<file path="config.mk">
export PLATFORM = sky130hd
export DESIGN_NAME = serial_subtractor
export DESIGN_NICKNAME = d
export VERILOG_FILES = /design/src/rtl/arith_defs_pkg.sv /design/src/rtl/full_subtractor.sv /design/src/rtl/serial_subtractor.sv
export SDC_FILE = /design/constraint.sdc
export NUM_CORES = 1
export LEC_CHECK = 0
export ABC_CLOCK_PERIOD_IN_PS = 2050
export CAP_MARGIN = 20
export CELL_PAD_IN_SITES_DETAIL_PLACEMENT = 1
export CELL_PAD_IN_SITES_GLOBAL_PLACEMENT = 1
export CORE_UTILIZATION = 38
export CTS_CLUSTER_DIAMETER = 50
export DETAILED_ROUTE_END_ITERATION = 12
export PLACE_DENSITY = 0.85
export SLEW_MARGIN = 20
export SYNTH_ARGS = -nofsm -noshare
export SYNTH_HDL_FRONTEND = slang
export SYNTH_HIERARCHICAL = 1
export SYNTH_SLANG_ARGS = --single-unit
</file>
<file path="constraint.sdc">
create_clock -name clk -period 2.05 [get_ports clk]
set_input_delay 0.615 -clock clk [delete_from_list [all_inputs] [get_ports clk]]
set_output_delay 0.615 -clock clk [all_outputs]
set_load 0.03 [all_outputs]
</file>
<file path="src/rtl/arith_defs_pkg.sv">
// ============================================================================
//  arith_defs : shared constants and state encoding for serial arithmetic units
//  Rev 1.0
// ============================================================================
`default_nettype none

package arith_defs;

   localparam int MAX_WIDTH = 32;

   // 2'd3 is never entered; the FSM decodes it back to ST_IDLE.
   typedef enum logic [1:0] {
      ST_IDLE  = 2'd0,
      ST_SHIFT = 2'd1,
      ST_DONE  = 2'd2
   } state_t;

   function automatic int cnt_width(input int w);
      return $clog2(w) + 1;
   endfunction

endpackage

`default_nettype wire

</file>
<file path="src/rtl/full_subtractor.sv">
// ============================================================================
//  full_subtractor : one-bit combinational x - y - bi cell
//  Rev 1.0
// ============================================================================
`default_nettype none

module full_subtractor (
   input  logic x,
   input  logic y,
   input  logic bi,
   output logic d,
   output logic bo
);

   assign d  = x ^ y ^ bi;
   assign bo = (~x & y) | (~(x ^ y) & bi);

endmodule

`default_nettype wire

</file>
<file path="src/rtl/serial_subtractor.sv">
// ============================================================================
//  serial_subtractor : bit-serial A - B - BIN, LSB first, start/busy/done
//  Rev 1.0
// ============================================================================
`default_nettype none

module serial_subtractor
   import arith_defs::*;
#(
   parameter int WIDTH = 8
) (
   input  logic             clk,
   input  logic             rst,
   input  logic             start,
   input  logic [WIDTH-1:0] a,
   input  logic [WIDTH-1:0] b,
   input  logic             bin,
   output logic             busy,
   output logic             done,
   output logic [WIDTH-1:0] diff,
   output logic             bout,
   output logic             ovf
);

   localparam int            CW   = cnt_width(WIDTH);
   localparam logic [CW-1:0] LAST = CW'(WIDTH - 1);

   state_t           state;
   logic [WIDTH-1:0] a_sh;
   logic [WIDTH-1:0] b_sh;
   logic [WIDTH-1:0] r_sh;
   logic [WIDTH-1:0] r_next;
   logic             brw;
   logic [CW-1:0]    cnt;
   logic             d_bit;
   logic             bo_bit;

   full_subtractor u_fs (
      .x  (a_sh[0]),
      .y  (b_sh[0]),
      .bi (brw),
      .d  (d_bit),
      .bo (bo_bit)
   );

   // Each new difference bit enters at the MSB so the LSB lands at bit 0 after WIDTH steps.
   generate
      if (WIDTH == 1) begin : g_w1
         assign r_next = d_bit;
      end else begin : g_wn
         assign r_next = {d_bit, r_sh[WIDTH-1:1]};
      end
   endgenerate

   always_ff @(posedge clk) begin
      if (rst) begin
         state <= ST_IDLE;
         busy  <= 1'b0;
         done  <= 1'b0;
         diff  <= '0;
         bout  <= 1'b0;
         ovf   <= 1'b0;
         a_sh  <= '0;
         b_sh  <= '0;
         r_sh  <= '0;
         brw   <= 1'b0;
         cnt   <= '0;
      end else begin
         case (state)
            ST_IDLE: begin
               done <= 1'b0;
               if (start) begin
                  a_sh  <= a;
                  b_sh  <= b;
                  brw   <= bin;
                  cnt   <= '0;
                  busy  <= 1'b1;
                  state <= ST_SHIFT;
               end
            end
            ST_SHIFT: begin
               a_sh <= a_sh >> 1;
               b_sh <= b_sh >> 1;
               r_sh <= r_next;
               brw  <= bo_bit;
               cnt  <= cnt + 1'b1;
               if (cnt == LAST) begin
                  // On the last step a_sh[0]/b_sh[0] are the operand sign bits.
                  diff  <= r_next;
                  bout  <= bo_bit;
                  ovf   <= (a_sh[0] ^ b_sh[0]) & (d_bit ^ a_sh[0]);
                  done  <= 1'b1;
                  state <= ST_DONE;
               end
            end
            ST_DONE: begin
               done  <= 1'b0;
               busy  <= 1'b0;
               state <= ST_IDLE;
            end
            default: begin
               done  <= 1'b0;
               busy  <= 1'b0;
               state <= ST_IDLE;
            end
         endcase
      end
   end

endmodule

`default_nettype wire

</file>
# == Word-level counts from Yosys, hierarchy flattened ==
# Cells that the tools add are included.
# classes
add_sub_neg,1
n_eq_ne,4
n_mux,13
bitwise,10
reduce_logical,7
# ops
cell,n
8-bit one-hot mux with 2 select lines,2
8-bit 2-to-1 mux,2
4-bit one-hot mux with 2 select lines,1
2-bit AND reduction,4
4-bit by 1-bit adder with 4-bit output (second input constant),1
4-bit by 3-bit == test with 1-bit output (second input constant),1
2-bit 2-to-1 mux,2
4-bit 2-to-1 mux,1
2-bit != test (second input constant),2
1-bit one-hot mux with 2 select lines,2
2-bit one-hot mux with 2 select lines,1
1-bit bitwise AND,3
1-bit inverter,3
1-bit XOR,3
2-bit by 1-bit == test with 1-bit output (second input constant),1
2-bit zero test,1
1-bit 2-to-1 mux,2
2-bit nonzero test,1
2-bit OR reduction,1
1-bit OR,1
# totals
ff_bits,43
output_inout_bits,12

# == Logic depth before layout (Yosys ltp) ==
# logic_depth
depth_word,5
depth_mapped,5
depth_no_buf,5

# == Cells and area by module ==
# Netlist, hierarchy kept.
# by_module_without_submodules
mod,n_inst,cells_each,area_per_inst_um2,seq_area_each_um2
serial_subtractor,1,202,1727.9,840.8
full_subtractor,1,4,31.3,0.0

# == Least setup slack after synthesis ==
# No wires, ideal clock.
# synth_path
path_kind,flip-flop to flip-flop
start,register b_sh[0]
end,register ovf
setup_ns,0.091
arrival_time_ns,1.389
required_ns,1.959
slack_ns,0.570
path_stages_with_launch,6
n_path_buf,0
period_less_slack_ns,1.480
path_cell_list,dfxtp_1 > inv_1 > fa_1 > and3b_1 > a21oi_1 > a311oi_1
# synth_between
elab_chain_cells,4
# synth_rtl
element,line_no,text
"start, declared",serial_subtractor.sv:30,logic [WIDTH-1:0] b_sh;
"start signal, assigned",serial_subtractor.sv:83,b_sh <= b_sh >> 1;
1-bit XOR (2 in a row),full_subtractor.sv:15,assign d = x ^ y ^ bi;
named net d_bit,serial_subtractor.sv:35,logic d_bit;
1-bit XOR,serial_subtractor.sv:91,ovf <= (a_sh[0] ^ b_sh[0]) & (d_bit ^ a_sh[0]);
1-bit bitwise AND,serial_subtractor.sv:91,
"end signal, assigned",serial_subtractor.sv:91,
"end, declared",serial_subtractor.sv:22,output logic ovf
# The timed path passes the listed nets, and every way through them passes these cells.
# A chain may end at the register's enable or synchronous reset.

# == Worst setup path in the final report ==
# layout_path
start,register busy
end,output port busy
# layout_lines
element,line_no,text
"start, declared",serial_subtractor.sv:18,"output logic busy,"
"start signal, assigned",serial_subtractor.sv:58,busy <= 1'b0;
"start signal, assigned",serial_subtractor.sv:77,busy <= 1'b1;
"start signal, assigned",serial_subtractor.sv:98,busy <= 1'b0;
# No word-level cell between the ends.

==> results <==
- The flow ran to the end, and the final reports show no timing, DRC or antenna violations.
- The clock tree from TritonCTS is done.
- The die covers 4910 sq um.
- The count of unique library cells instantiated by Yosys is 31.
- In this run the clock root is driven by a sky130_fd_sc_hd__clkbuf_8.
- The x dimension of the die is 70.0 microns.
- The number of placed instances, taps included, is 283.
- Of the cells placed in the final design, the portion with a size suffix greater than 1 is 0.0672.
- For this run, the slowest stage of the critical path takes 680 ps.
- For the final database, setup skew stands at 5.37 ps.
- The net switching power is 0.402 mW.
- The region available for standard cell placement spans 4410 sq um.
- The class of the most critical hold timing path is register to register.
- For the worst setup path, the data arrival time is 1310 ps.
- For this run, asynchronously set or reset flops after synthesis account for 0.
- The portion of total power attributed to combinational logic is 0.136.
- The worst IR drop on VDD is 0.000310 V.
- For this run, design rule violations remaining after detail routing come to 0.
- STA classifies the critical path startpoint as a register.
- The fmax is 0.520 GHz.
- The first routing iteration left 85 violations.
- For this configuration, the core starts out at a cell density of 0.399.
- The half-perimeter wire length of the detailed placement result is 3.12 mm.
- The final worst-path setup slack is 126 ps.
- The final weighted congestion in routability-driven placement is 0.748.
- The switching fraction of total power is 0.253.
- The part of the Yosys area used for sequential elements is 0.478.
- The flop and latch count out of synthesis is 42.
- The synthesized design contains 0 enable-type register cells.
- The clock insertion delay at the later pin of the skew report is 290 ps.
- In this run the core area contains 24 standard-cell rows.
- Adding up every negative setup slack in the final design gives 0 ps.
- The repair_antennas step left the layout with diodes totalling 0.
- The post-placement setup slack is 27.6 ps.
- For the worst setup path, the data required time is 1430 ps.
- The count of cells in the finished layout, fillers not included, comes to 290.
- The via count of the first global-routing pass came to 1644.
- The relative slew slack is 0.660.
- Setup violations remaining at the end of the flow were counted as 0.
- The number of detailed-routing iterations run before antenna repair is 4.
- Final hold analysis gives a worst-case slack of 476 ps.
- The final layout contains 260 nets.
- Together, buffers and inverters on the worst path number 1.
- The top cell types in the final layout, fill and taps aside, are sky130_fd_sc_hd__dfxtp_1 (42), sky130_fd_sc_hd__nor2_1 (33), sky130_fd_sc_hd__clkdlybuf4s50_1 (31).
- The final cycle utilization of the critical path is 0.939.
- Cell internal power was estimated by the tool at 1.19 mW.
- The boundary pin count is 32.
- The actual transition at the worst max-transition pin is 509 ps.
- The CTS buffer count is 5.
- The number of nets in the synthesized netlist is 228.
- In this run the power density over the cells is 723 nW/um^2.
- The number of I/O port buffers is 31.
- The final hold violation count came to 0.
- The via-per-instance ratio is 5.49.
- After synthesis the cells add up to 1760 sq um.
- Dividing the synthesized area by the synthesized cell count gives 8.54 sq um.
- The signal on the critical path passes through clkdlybuf4s50_1.
- The multi-input combinational cells in the finished layout cover a total of 812 sq um.
- The type of destination of the critical path is a primary output.
- The die is 70.0 microns tall.
- The number of buffers on the longest clock path is 2.
- The routed design has 4.44 mm of wire.
- Setup repair after global routing left no endpoint under its margin.
- The start-to-end type of the worst setup path is register to primary output.
- The initial antenna violation count is 0.
- After detailed routing, the average wire length per cell comes to 15.3 microns.
- Yosys printed 6 warnings.
- The pin count of the biggest net entering global routing is 23.
- The H-tree level count is 2.
- The tool flagged a number of max-cap violations equal to 0.
- The number of vias in the routed layout is 1593.
- The total leakage power is 0.776 nW.
- The top flip-flop cell by instance count after synthesis is sky130_fd_sc_hd__dfxtp_1.
- Along the worst path, the maximum fanout reaches 2.
- Clock tree synthesis found a total of 42 sinks.
- The number of fillers in the final layout is 525.
- Clock-pin slew was measured on the worst setup and hold paths at 70 ps.
- The number of routed nets with antenna violations is 0.
- The sequential share of power is 0.553.
- After technology mapping, the gate count stands at 206.
- Grouping stages by cell kind, the critical path spends the most delay in buffers and inverters.
- Hold repair after CTS inserted 0 buffers.
- The total grt overflow is 0.
- The wire length of the first global-routing pass is 7.56 mm.
- The number of resized instances in the post-cts repair step is 0.
- Of the total power, the clock network draws 0.311.
- Once the clock tree was built, the setup fixing pass inserted 0 buffers.
- The share of synthesized area in the top cell type comes to 0.478.
- The library cell contributing the largest single delay on the critical path is sky130_fd_sc_hd__clkdlybuf4s50_1.
- The global-route usage over all layers is 0.193.
- The area growth from synthesis to layout is 25.2%.
- The number of pins with negative max-slew slack in the final report came to 0.
- In the post-synthesis netlist, the biggest area contributors are sky130_fd_sc_hd__dfxtp_1 (48%), sky130_fd_sc_hd__nor2_1 (7.0%), sky130_fd_sc_hd__a211oi_1 (6.8%).
- Subtracting the final worst setup slack from the clock period gives 1920 ps.
- Summing all flip-flop and latch instances after layout gives 841 sq um.
- The library cell used most frequently in the layout, excluding fill and tap cells, is sky130_fd_sc_hd__dfxtp_1.
- The library cell with the largest summed area after synthesis is sky130_fd_sc_hd__dfxtp_1.
-- per-stage QoR --
stage	total power, mW	utilization	cell area [sq um]
after floorplan	1.03	-	1760
after global placement	1.11	0.482	2130
after detailed placement	1.11	0.482	2130
after CTS	1.61	0.499	2200
after global routing	1.67	0.499	2200
final	1.59	0.499	2200
-- metal layers --
metal / up-vias / part of all wire / track usage
li1: 790 / - / -
met1: 775 / 0.49 / 0.240
met2: 21 / 0.48 / 0.329
met3: 7 / 0.023 / 0.0476
met4: 0 / 0.013 / 0.0600
met5: - / 0 / 0
-- state kept, by name, summed over array words and instances, names as in the netlist --
| signal | cells |
|---|---|
| ovf | 1 |
| a_sh | 8 |
| r_sh | 7 |
| cnt | 4 |
| state | 2 |
| brw | 1 |
| bout | 1 |
| diff | 8 |
| done | 1 |
| busy | 1 |
| b_sh | 8 |
-- cells by family after synthesis --
| logic type | share of synthesized area |
|---|---|
| AOI/OAI and AO/OA | 0.255 |
| adders and majority gates | 0.0185 |
| buffers and inverters | 0.0605 |
| DFF | 0.478 |
| muxes | 0.00569 |
| and+or+nand+nor | 0.183 |
-- synthesized netlist by cell type (all sizes together) (3+ instances only) --
cell type and count:
a22oi 3, nand3b 3, buf 9, o21ai 9
a211oi 16, o2bb2ai 11, nor2 33, clkbuf 7
inv 6, nand3 11, o22ai 4, dfxtp 42
a21oi 18, nand2 16
-- layout make-up --
type	instances	share of cell area
Clock buffer	7	0.0347
Multi-Input combinational cell	142	0.369
Inverter	6	0.0102
Timing Repair Buffer	41	0.175
Sequential cell	42	0.382
Tap cell	52	0.0295
-- tightest hold or removal path, stage by stage (launching register included) --
cell                      delay, ps
sky130_fd_sc_hd__dfxtp_1        320
sky130_fd_sc_hd__nand2_1         60
sky130_fd_sc_hd__a21oi_1         60
-- power groups by stage --
| stage | sequential [mW] | clock (mW) | combinational [mW] |
|---|---|---|---|
| finish | 0.881 | 0.495 | 0.217 |
| floorplan | 0.891 | 0 | 0.136 |
| detailed placement | 0.899 | 0 | 0.216 |
| global placement | 0.898 | 0 | 0.207 |
| global route | 0.885 | 0.542 | 0.237 |
| CTS | 0.881 | 0.507 | 0.218 |
-- worst paths after layout --
path / slack (ps) / end / depth (start not counted) / start
max: 130 / busy / 1 / busy
min: 480 / r_sh[1] / 2 / r_sh[1]
max reg2reg: 400 / b_sh[6] / 4 / state[0]
min reg2reg: 480 / r_sh[1] / 2 / r_sh[1]
No activity file was read; power rests on OpenSTA's default activity.
